### src/rtl/ddr4_ddrphy_pkg.sv
// rtl/ddr4_ddrphy_pkg.sv - state encoding and default constants for the DDR4 PHY read-data aligner
package ddr4_ddrphy_pkg;

    typedef enum logic [2:0] {
        ST_IDLE   = 3'd0,
        ST_LOAD   = 3'd1,
        ST_SETTLE = 3'd2,
        ST_CHECK  = 3'd3,
        ST_SLIP   = 3'd4,
        ST_MOVE   = 3'd5,
        ST_DONE   = 3'd6,
        ST_FAIL   = 3'd7
    } rx_align_state_t;

    localparam logic [3:0] DEF_TRAIN_PATTERN = 4'b0011;
    localparam int         DEF_MATCH_CYCLES  = 16;
    localparam int         DEF_SETTLE_CYCLES = 8;
    localparam int         DEF_MAX_TAPS      = 128;
    localparam int         WIN_CNT_W         = 16;

endpackage

### src/rtl/ddr4_ddrphy_rx_win_cnt.sv
// rtl/ddr4_ddrphy_rx_win_cnt.sv - shared settle/match window counter with load, enable and terminal count
module ddr4_ddrphy_rx_win_cnt
    import ddr4_ddrphy_pkg::*;
#(
    parameter int W = WIN_CNT_W
) (
    input  logic         clk,
    input  logic         rst,
    input  logic         load,
    input  logic         en,
    input  logic [W-1:0] limit,
    output logic         tc
);

    logic [W-1:0] cnt;

    always_ff @(posedge clk) begin
        if (rst || load) begin
            cnt <= '0;
        end else if (en) begin
            cnt <= cnt + W'(1);
        end
    end

    // tc marks the enabled cycle that completes the window of 'limit' counts
    assign tc = en && (cnt == (limit - W'(1)));

endmodule

### src/rtl/ddr4_ddrphy_rx_align.sv
// rtl/ddr4_ddrphy_rx_align.sv - read-training bit-slip/delay-tap aligner; DDR4_RX_ALIGN_DBG_EN adds debug ports
module ddr4_ddrphy_rx_align
    import ddr4_ddrphy_pkg::*;
#(
    parameter logic [3:0] TRAIN_PATTERN = DEF_TRAIN_PATTERN,
    parameter int         MATCH_CYCLES  = DEF_MATCH_CYCLES,
    parameter int         SETTLE_CYCLES = DEF_SETTLE_CYCLES,
    parameter int         MAX_TAPS      = DEF_MAX_TAPS
) (
    input  logic       FAB_CLK,
    input  logic       RX_SYNC_RST,
    input  logic       TRAIN_START,
    input  logic [3:0] RX_DATA,
    input  logic       DELAY_LINE_OUT_OF_RANGE,
    output logic       RX_BIT_SLIP,
    output logic       DELAY_LINE_LOAD,
    output logic       DELAY_LINE_MOVE,
    output logic       DELAY_LINE_DIRECTION,
    output logic [1:0] SLIP_COUNT,
    output logic [7:0] DELAY_TAPS,
    output logic       TRAIN_DONE,
    output logic       TRAIN_ERR,
    output logic [3:0] RX_DATA_OUT,
    output logic       RX_DATA_OUT_VALID
`ifdef DDR4_RX_ALIGN_DBG_EN
    ,
    output logic [2:0]  DBG_STATE,
    output logic [15:0] DBG_MISMATCH_CNT
`endif
);

    localparam logic [WIN_CNT_W-1:0] MATCH_LIM  = WIN_CNT_W'(MATCH_CYCLES);
    localparam logic [WIN_CNT_W-1:0] SETTLE_LIM = WIN_CNT_W'(SETTLE_CYCLES);
    localparam logic [7:0]           LAST_TAP   = 8'(MAX_TAPS - 1);

    rx_align_state_t        state, state_d;
    logic                   win_load, win_en, win_tc;
    logic [WIN_CNT_W-1:0]   win_limit;
    logic                   match, move_ok;

    assign match     = (RX_DATA == TRAIN_PATTERN);
    assign move_ok   = !DELAY_LINE_OUT_OF_RANGE && (DELAY_TAPS != LAST_TAP);
    assign win_limit = (state == ST_CHECK) ? MATCH_LIM : SETTLE_LIM;

    ddr4_ddrphy_rx_win_cnt #(.W(WIN_CNT_W)) u_win_cnt (
        .clk   (FAB_CLK),
        .rst   (RX_SYNC_RST),
        .load  (win_load),
        .en    (win_en),
        .limit (win_limit),
        .tc    (win_tc)
    );

    always_ff @(posedge FAB_CLK) begin
        if (RX_SYNC_RST) begin
            state <= ST_IDLE;
        end else begin
            state <= state_d;
        end
    end

    // The window counter is held clear everywhere except while it is timing a settle or match run
    always_comb begin
        state_d  = state;
        win_load = 1'b1;
        win_en   = 1'b0;
        case (state)
            ST_IDLE, ST_DONE, ST_FAIL: begin
                if (TRAIN_START) state_d = ST_LOAD;
            end
            ST_LOAD: state_d = ST_SETTLE;
            ST_SETTLE: begin
                win_en   = 1'b1;
                win_load = win_tc;
                if (win_tc) state_d = ST_CHECK;
            end
            ST_CHECK: begin
                win_en   = match;
                win_load = !match;
                if (!match)      state_d = ST_SLIP;
                else if (win_tc) state_d = ST_DONE;
            end
            ST_SLIP: state_d = (SLIP_COUNT == 2'd3) ? ST_MOVE : ST_SETTLE;
            ST_MOVE: state_d = move_ok ? ST_SETTLE : ST_FAIL;
            default: state_d = ST_IDLE;
        endcase
    end

    // Load/slip pulses coincide with their state; the move pulse follows MOVE because
    // the out-of-range flag can only be judged there, which also keeps slip and move apart
    always_ff @(posedge FAB_CLK) begin
        if (RX_SYNC_RST) begin
            RX_BIT_SLIP          <= 1'b0;
            DELAY_LINE_LOAD      <= 1'b0;
            DELAY_LINE_MOVE      <= 1'b0;
            DELAY_LINE_DIRECTION <= 1'b0;
            SLIP_COUNT           <= 2'd0;
            DELAY_TAPS           <= 8'd0;
            TRAIN_DONE           <= 1'b0;
            TRAIN_ERR            <= 1'b0;
            RX_DATA_OUT          <= 4'd0;
            RX_DATA_OUT_VALID    <= 1'b0;
        end else begin
            RX_DATA_OUT          <= RX_DATA;
            DELAY_LINE_DIRECTION <= 1'b1;
            DELAY_LINE_LOAD      <= (state_d == ST_LOAD);
            RX_BIT_SLIP          <= (state_d == ST_SLIP);
            DELAY_LINE_MOVE      <= (state == ST_MOVE) && move_ok;
            TRAIN_DONE           <= (state_d == ST_DONE);
            TRAIN_ERR            <= (state_d == ST_FAIL);
            RX_DATA_OUT_VALID    <= (state_d == ST_DONE);
            if (state_d == ST_LOAD) begin
                SLIP_COUNT <= 2'd0;
                DELAY_TAPS <= 8'd0;
            end else if (state == ST_SLIP) begin
                SLIP_COUNT <= SLIP_COUNT + 2'd1;
            end else if ((state == ST_MOVE) && move_ok) begin
                DELAY_TAPS <= DELAY_TAPS + 8'd1;
            end
        end
    end

`ifdef DDR4_RX_ALIGN_DBG_EN
    assign DBG_STATE = state;

    always_ff @(posedge FAB_CLK) begin
        if (RX_SYNC_RST || (state == ST_LOAD)) begin
            DBG_MISMATCH_CNT <= 16'd0;
        end else if ((state == ST_CHECK) && !match && (DBG_MISMATCH_CNT != 16'hFFFF)) begin
            DBG_MISMATCH_CNT <= DBG_MISMATCH_CNT + 16'd1;
        end
    end
`endif

endmodule

### config.mk
export PLATFORM = sky130hd
export DESIGN_NAME = ddr4_ddrphy_rx_align
export DESIGN_NICKNAME = d
export VERILOG_FILES = /design/src/rtl/ddr4_ddrphy_pkg.sv /design/src/rtl/ddr4_ddrphy_rx_win_cnt.sv /design/src/rtl/ddr4_ddrphy_rx_align.sv
export SDC_FILE = /design/constraint.sdc
export NUM_CORES = 1
export LEC_CHECK = 0
export BUFFER_PORTS_ARGS = -buffer_cell sky130_fd_sc_hd__buf_4
export CORE_MARGIN = 4
export CORE_UTILIZATION = 35
export DETAILED_ROUTE_END_ITERATION = 10
export SETUP_SLACK_MARGIN = 0.02
export SYNTH_ARGS = -nofsm -noshare
export SYNTH_HDL_FRONTEND = slang
export SYNTH_SLANG_ARGS = --single-unit
### constraint.sdc
create_clock -name FAB_CLK -period 1.68 [get_ports FAB_CLK]
set_input_delay 0.42 -clock FAB_CLK [delete_from_list [all_inputs] [get_ports FAB_CLK]]
set_output_delay 0.42 -clock FAB_CLK [all_outputs]
set_load 0.005 [all_outputs]
==> impl_metrics.csv <==
group,metric,value,unit
global_routing,grtUsageTotal,0.123,
floorplan,core,5200,um^2
route,vias,1514,
floorplan,start_util,0.369,
pwr,internal-power,1.44,mW
logic_synthesis,postSynthCellCount,194,
critical_path,critPathKind,"flip-flop to flip-flop",
route,wl_per_cell,12.1,um
sta,setup_viol,0,
floorplan,die_h,82.0,um
logic_synthesis,synth_nets,205,
logic_synthesis,synth_flop_cell,"dfxtp_1",
critical_path,crit_family,"simple AND/OR/NAND/NOR gates",
route,dr.pass1.iters,4,
clock_tree,cts_tree,"built",
placed_design,port_buffers,28,
route,wl,3910,um
sta,tightestPinTransition,0.422,ns
critical_path,cp.required,1.86,ns
final_layout,fin_util,0.505,
pwr,power_switching_share,0.273,
pwr,powerDensity,756,nW/um^2
pwr,clkPwrFrac,0.305,
critical_path,end_kind,"flip-flop",
clock_tree,postCtsHoldBufs,0,
final_layout,nNetsFinal,262,
final_layout,drive_gt1_frac,0.433,
placed_design,postPlaceCellArea,2370,um^2
sta,grt_setup_unrepaired,"yes",
hold_path,hp-class,"input port to flip-flop",
sta,fin_skew,0.00760,ns
logic_synthesis,syn_area,1920,um^2
critical_path,worst-endpoint-arrival,1.80,ns
job,max-cap-violations,0,
final_layout,layout.cells.non_filler,322,
pwr,p_leak,1.00,nW
route,drc_errors,0,
clock_tree,clockBufferDepth,2,
critical_path,path_cells,"ha_4 > nand3b_1 > nor2_2 > a31o_4 > nor3_4 > clkbuf_16 > nor3_2",
sta,finalCritPeriodShare,0.970,
outcome,run_status,"finished, final reports clean",
sta,fmax,614,MHz
clock_tree,htree_levels,2,
clock_tree,cts_root_buf,"clkbuf_8",
route,first_iter_violations,52,
logic_synthesis,synth-edff-count,0,
placed_design,dp_hpwl,2830,um
clock_tree,clock_latency,0.29,ns
logic_synthesis,yosysSeqAreaShare,0.407,
floorplan,ios,29,
critical_path,worst_setup_path_start_kind,"flip-flop",
final_layout,regArea,798,um^2
sta,finalMaxSlewViolations,0,
route,viasPerCell,4.70,
global_routing,antenna_found_initial,0,
sta,setup_tns,0,ns
pwr,power_frac_comb,0.205,
floorplan,die_area,6730,um^2
critical_path,path_max_fanout,5,
sta,period_needed,1.63,ns
pwr,p_switching,0.543,mW
pwr,irDropWorstVdd,0.391,mV
global_routing,grt_max_degree,25,
global_routing,grt_overflow,0,
final_layout,fill_cells,489,
sta,maxSlewHeadroom,0.719,
clock_tree,cts_buffers,5,
critical_path,critical_path.max_stage_delay,0.34,ns
final_layout,n_antenna_cell,0,
clock_tree,clk_pin_slew,0.08,ns
global_routing,grt_pass1_vias,1451,
logic_synthesis,yosys_register_bits,39,
route,ant_nets,0,
clock_tree,cts_sinks,39,
final_layout,syn_to_final_growth,37.1,%
floorplan,rows,26,
logic_synthesis,syn_avg_cell_area,9.89,um^2
logic_synthesis,yosysWarnings,0,
critical_path,critPathBufInv,1,
final_layout,multi_input_area,1180,um^2
sta,finalHoldViolations,0,
placed_design,place_inst,310,
critical_path,slowest_stage,"dfxtp_1",
floorplan,fp.dieW,82.0,um
logic_synthesis,synthArstFlopShare,0,
pwr,seq_power_share,0.490,
placed_design,place_congestion,0.798,
global_routing,grt_pass1_wl,6350,um
sta,hold_ws,0.363,ns
final_layout,stdcell_area,2630,um^2
logic_synthesis,synth.distinct_cells,48,
-- through the flow --
stage / power (mW) / setup WS, ns
after floorplan: 1.21 / 0.0581
after global placement: 1.35 / -0.121
after detailed placement: 1.35 / -0.138
after CTS: 1.97 / 0.0337
after global routing: 2.09 / -0.0215
final: 1.99 / 0.0503
-- cells in the mapped netlist (2+ instances only) --
cell type,n,area (um^2)
nand3_1,8,40.0
and3_1,3,18.8
and4_1,2,17.5
clkbuf_1,2,7.51
nor3_1,8,40.0
ha_1,3,37.5
nor2b_1,5,31.3
mux2i_1,3,30.0
nor4_1,6,37.5
inv_1,6,22.5
nor2_1,28,105
nor3_2,7,70.1
dfxtp_1,39,781
or2b_1,2,15.0
nand4_1,4,25.0
a21o_1,2,15.0
xor2_1,10,87.6
xnor2_1,12,105
a2111oi_4,2,55.1
buf_6,2,22.5
buf_4,2,15.0
nand2_1,11,41.3
a21oi_1,2,10.0
-- per-layer routing --
| metal | vias up | global-route usage | part of all wire |
|---|---|---|---|
| met3 | 5 | 0.0296 | 0.039 |
| met2 | 19 | 0.204 | 0.47 |
| met1 | 694 | 0.149 | 0.47 |
| li1 | 796 | - | - |
| met5 | - | 0 | 0 |
| met4 | 0 | 0.0598 | 0.015 |
-- cell families (layout without fill, tap and decap cells) --
group	after synthesis	after routing	share of synthesized area
and+or+nand+nor	98	98	0.322
DFF	39	39	0.407
xor gates and xnor gates	22	22	0.100
AOI/OAI and AO/OA	15	15	0.0913
buffers and inverters	13	71	0.0378
muxes	4	4	0.0215
adders and majority gates	3	3	0.0196
-- cells in the final DEF, fill, tap and decap left out, types with 2 or more instances in the layout --
master     instances
a2111oi_4          2
a21o_1             2
a21oi_1            2
and3_1             3
and4_1             2
buf_4             54
clkbuf_1           2
clkbuf_8           5
dfxtp_1           27
dfxtp_2           11
ha_4               3
inv_1              6
mux2i_1            3
nand2_1           11
nand3_1            8
nand4_1            4
nor2_1            27
nor2_2             2
nor2b_1            5
nor3_1             5
nor3_2            10
nor4_1             2
nor4_2             2
nor4_4             3
or2b_1             2
xnor2_1           12
xor2_1            10
-- final cells by class --
| cell class | instances | area share |
|---|---|---|
| timing repair buffer | 57 | 0.176 |
| inverter | 6 | 0.00857 |
| clock inverter | 1 | 0.00190 |
| tap | 70 | 0.0333 |
| clock buffer | 7 | 0.0290 |
| sequential | 39 | 0.304 |
| multi-input combinational | 142 | 0.448 |
-- power by group through the flow --
stage	Combinational, mW	Clock [mW]	Sequential, mW
after global placement	0.358	0	0.994
after floorplan	0.216	0	0.994
after detailed placement	0.357	0	0.993
after global routing	0.443	0.666	0.980
after CTS	0.359	0.639	0.972
final	0.407	0.606	0.975
-- final timing paths --
check	from	to	slack, ns	depth (start not counted)
worst min register to register	u_win_cnt.cnt[0]	u_win_cnt.cnt[0]	0.54	2
worst min-delay path	RX_DATA[2]	RX_DATA_OUT[2]	0.36	2
worst max-delay path	DELAY_TAPS[1]	DELAY_TAPS[0]	0.05	7
worst max register to register	DELAY_TAPS[1]	DELAY_TAPS[0]	0.05	7
-- timing repair --
action                                  4_1_cts  5_1_grt
gates resized for setup                       1       31
setup buffers                                 0        3
pin swaps                                     0       15
endpoints found under the setup margin       12       23
cloned                                        0        1
-- registers in the layout, summed over array words and instances, names as in the netlist --
signal	count
u_win_cnt.cnt	16
DELAY_TAPS	8
DELAY_LINE_LOAD	1
DELAY_LINE_MOVE	1
DELAY_LINE_DIRECTION	1
state	3
RX_BIT_SLIP	1
TRAIN_ERR	1
RX_DATA_OUT_VALID	1
RX_DATA_OUT	4
SLIP_COUNT	2
Note: power is estimated with default switching activity, not from simulation.
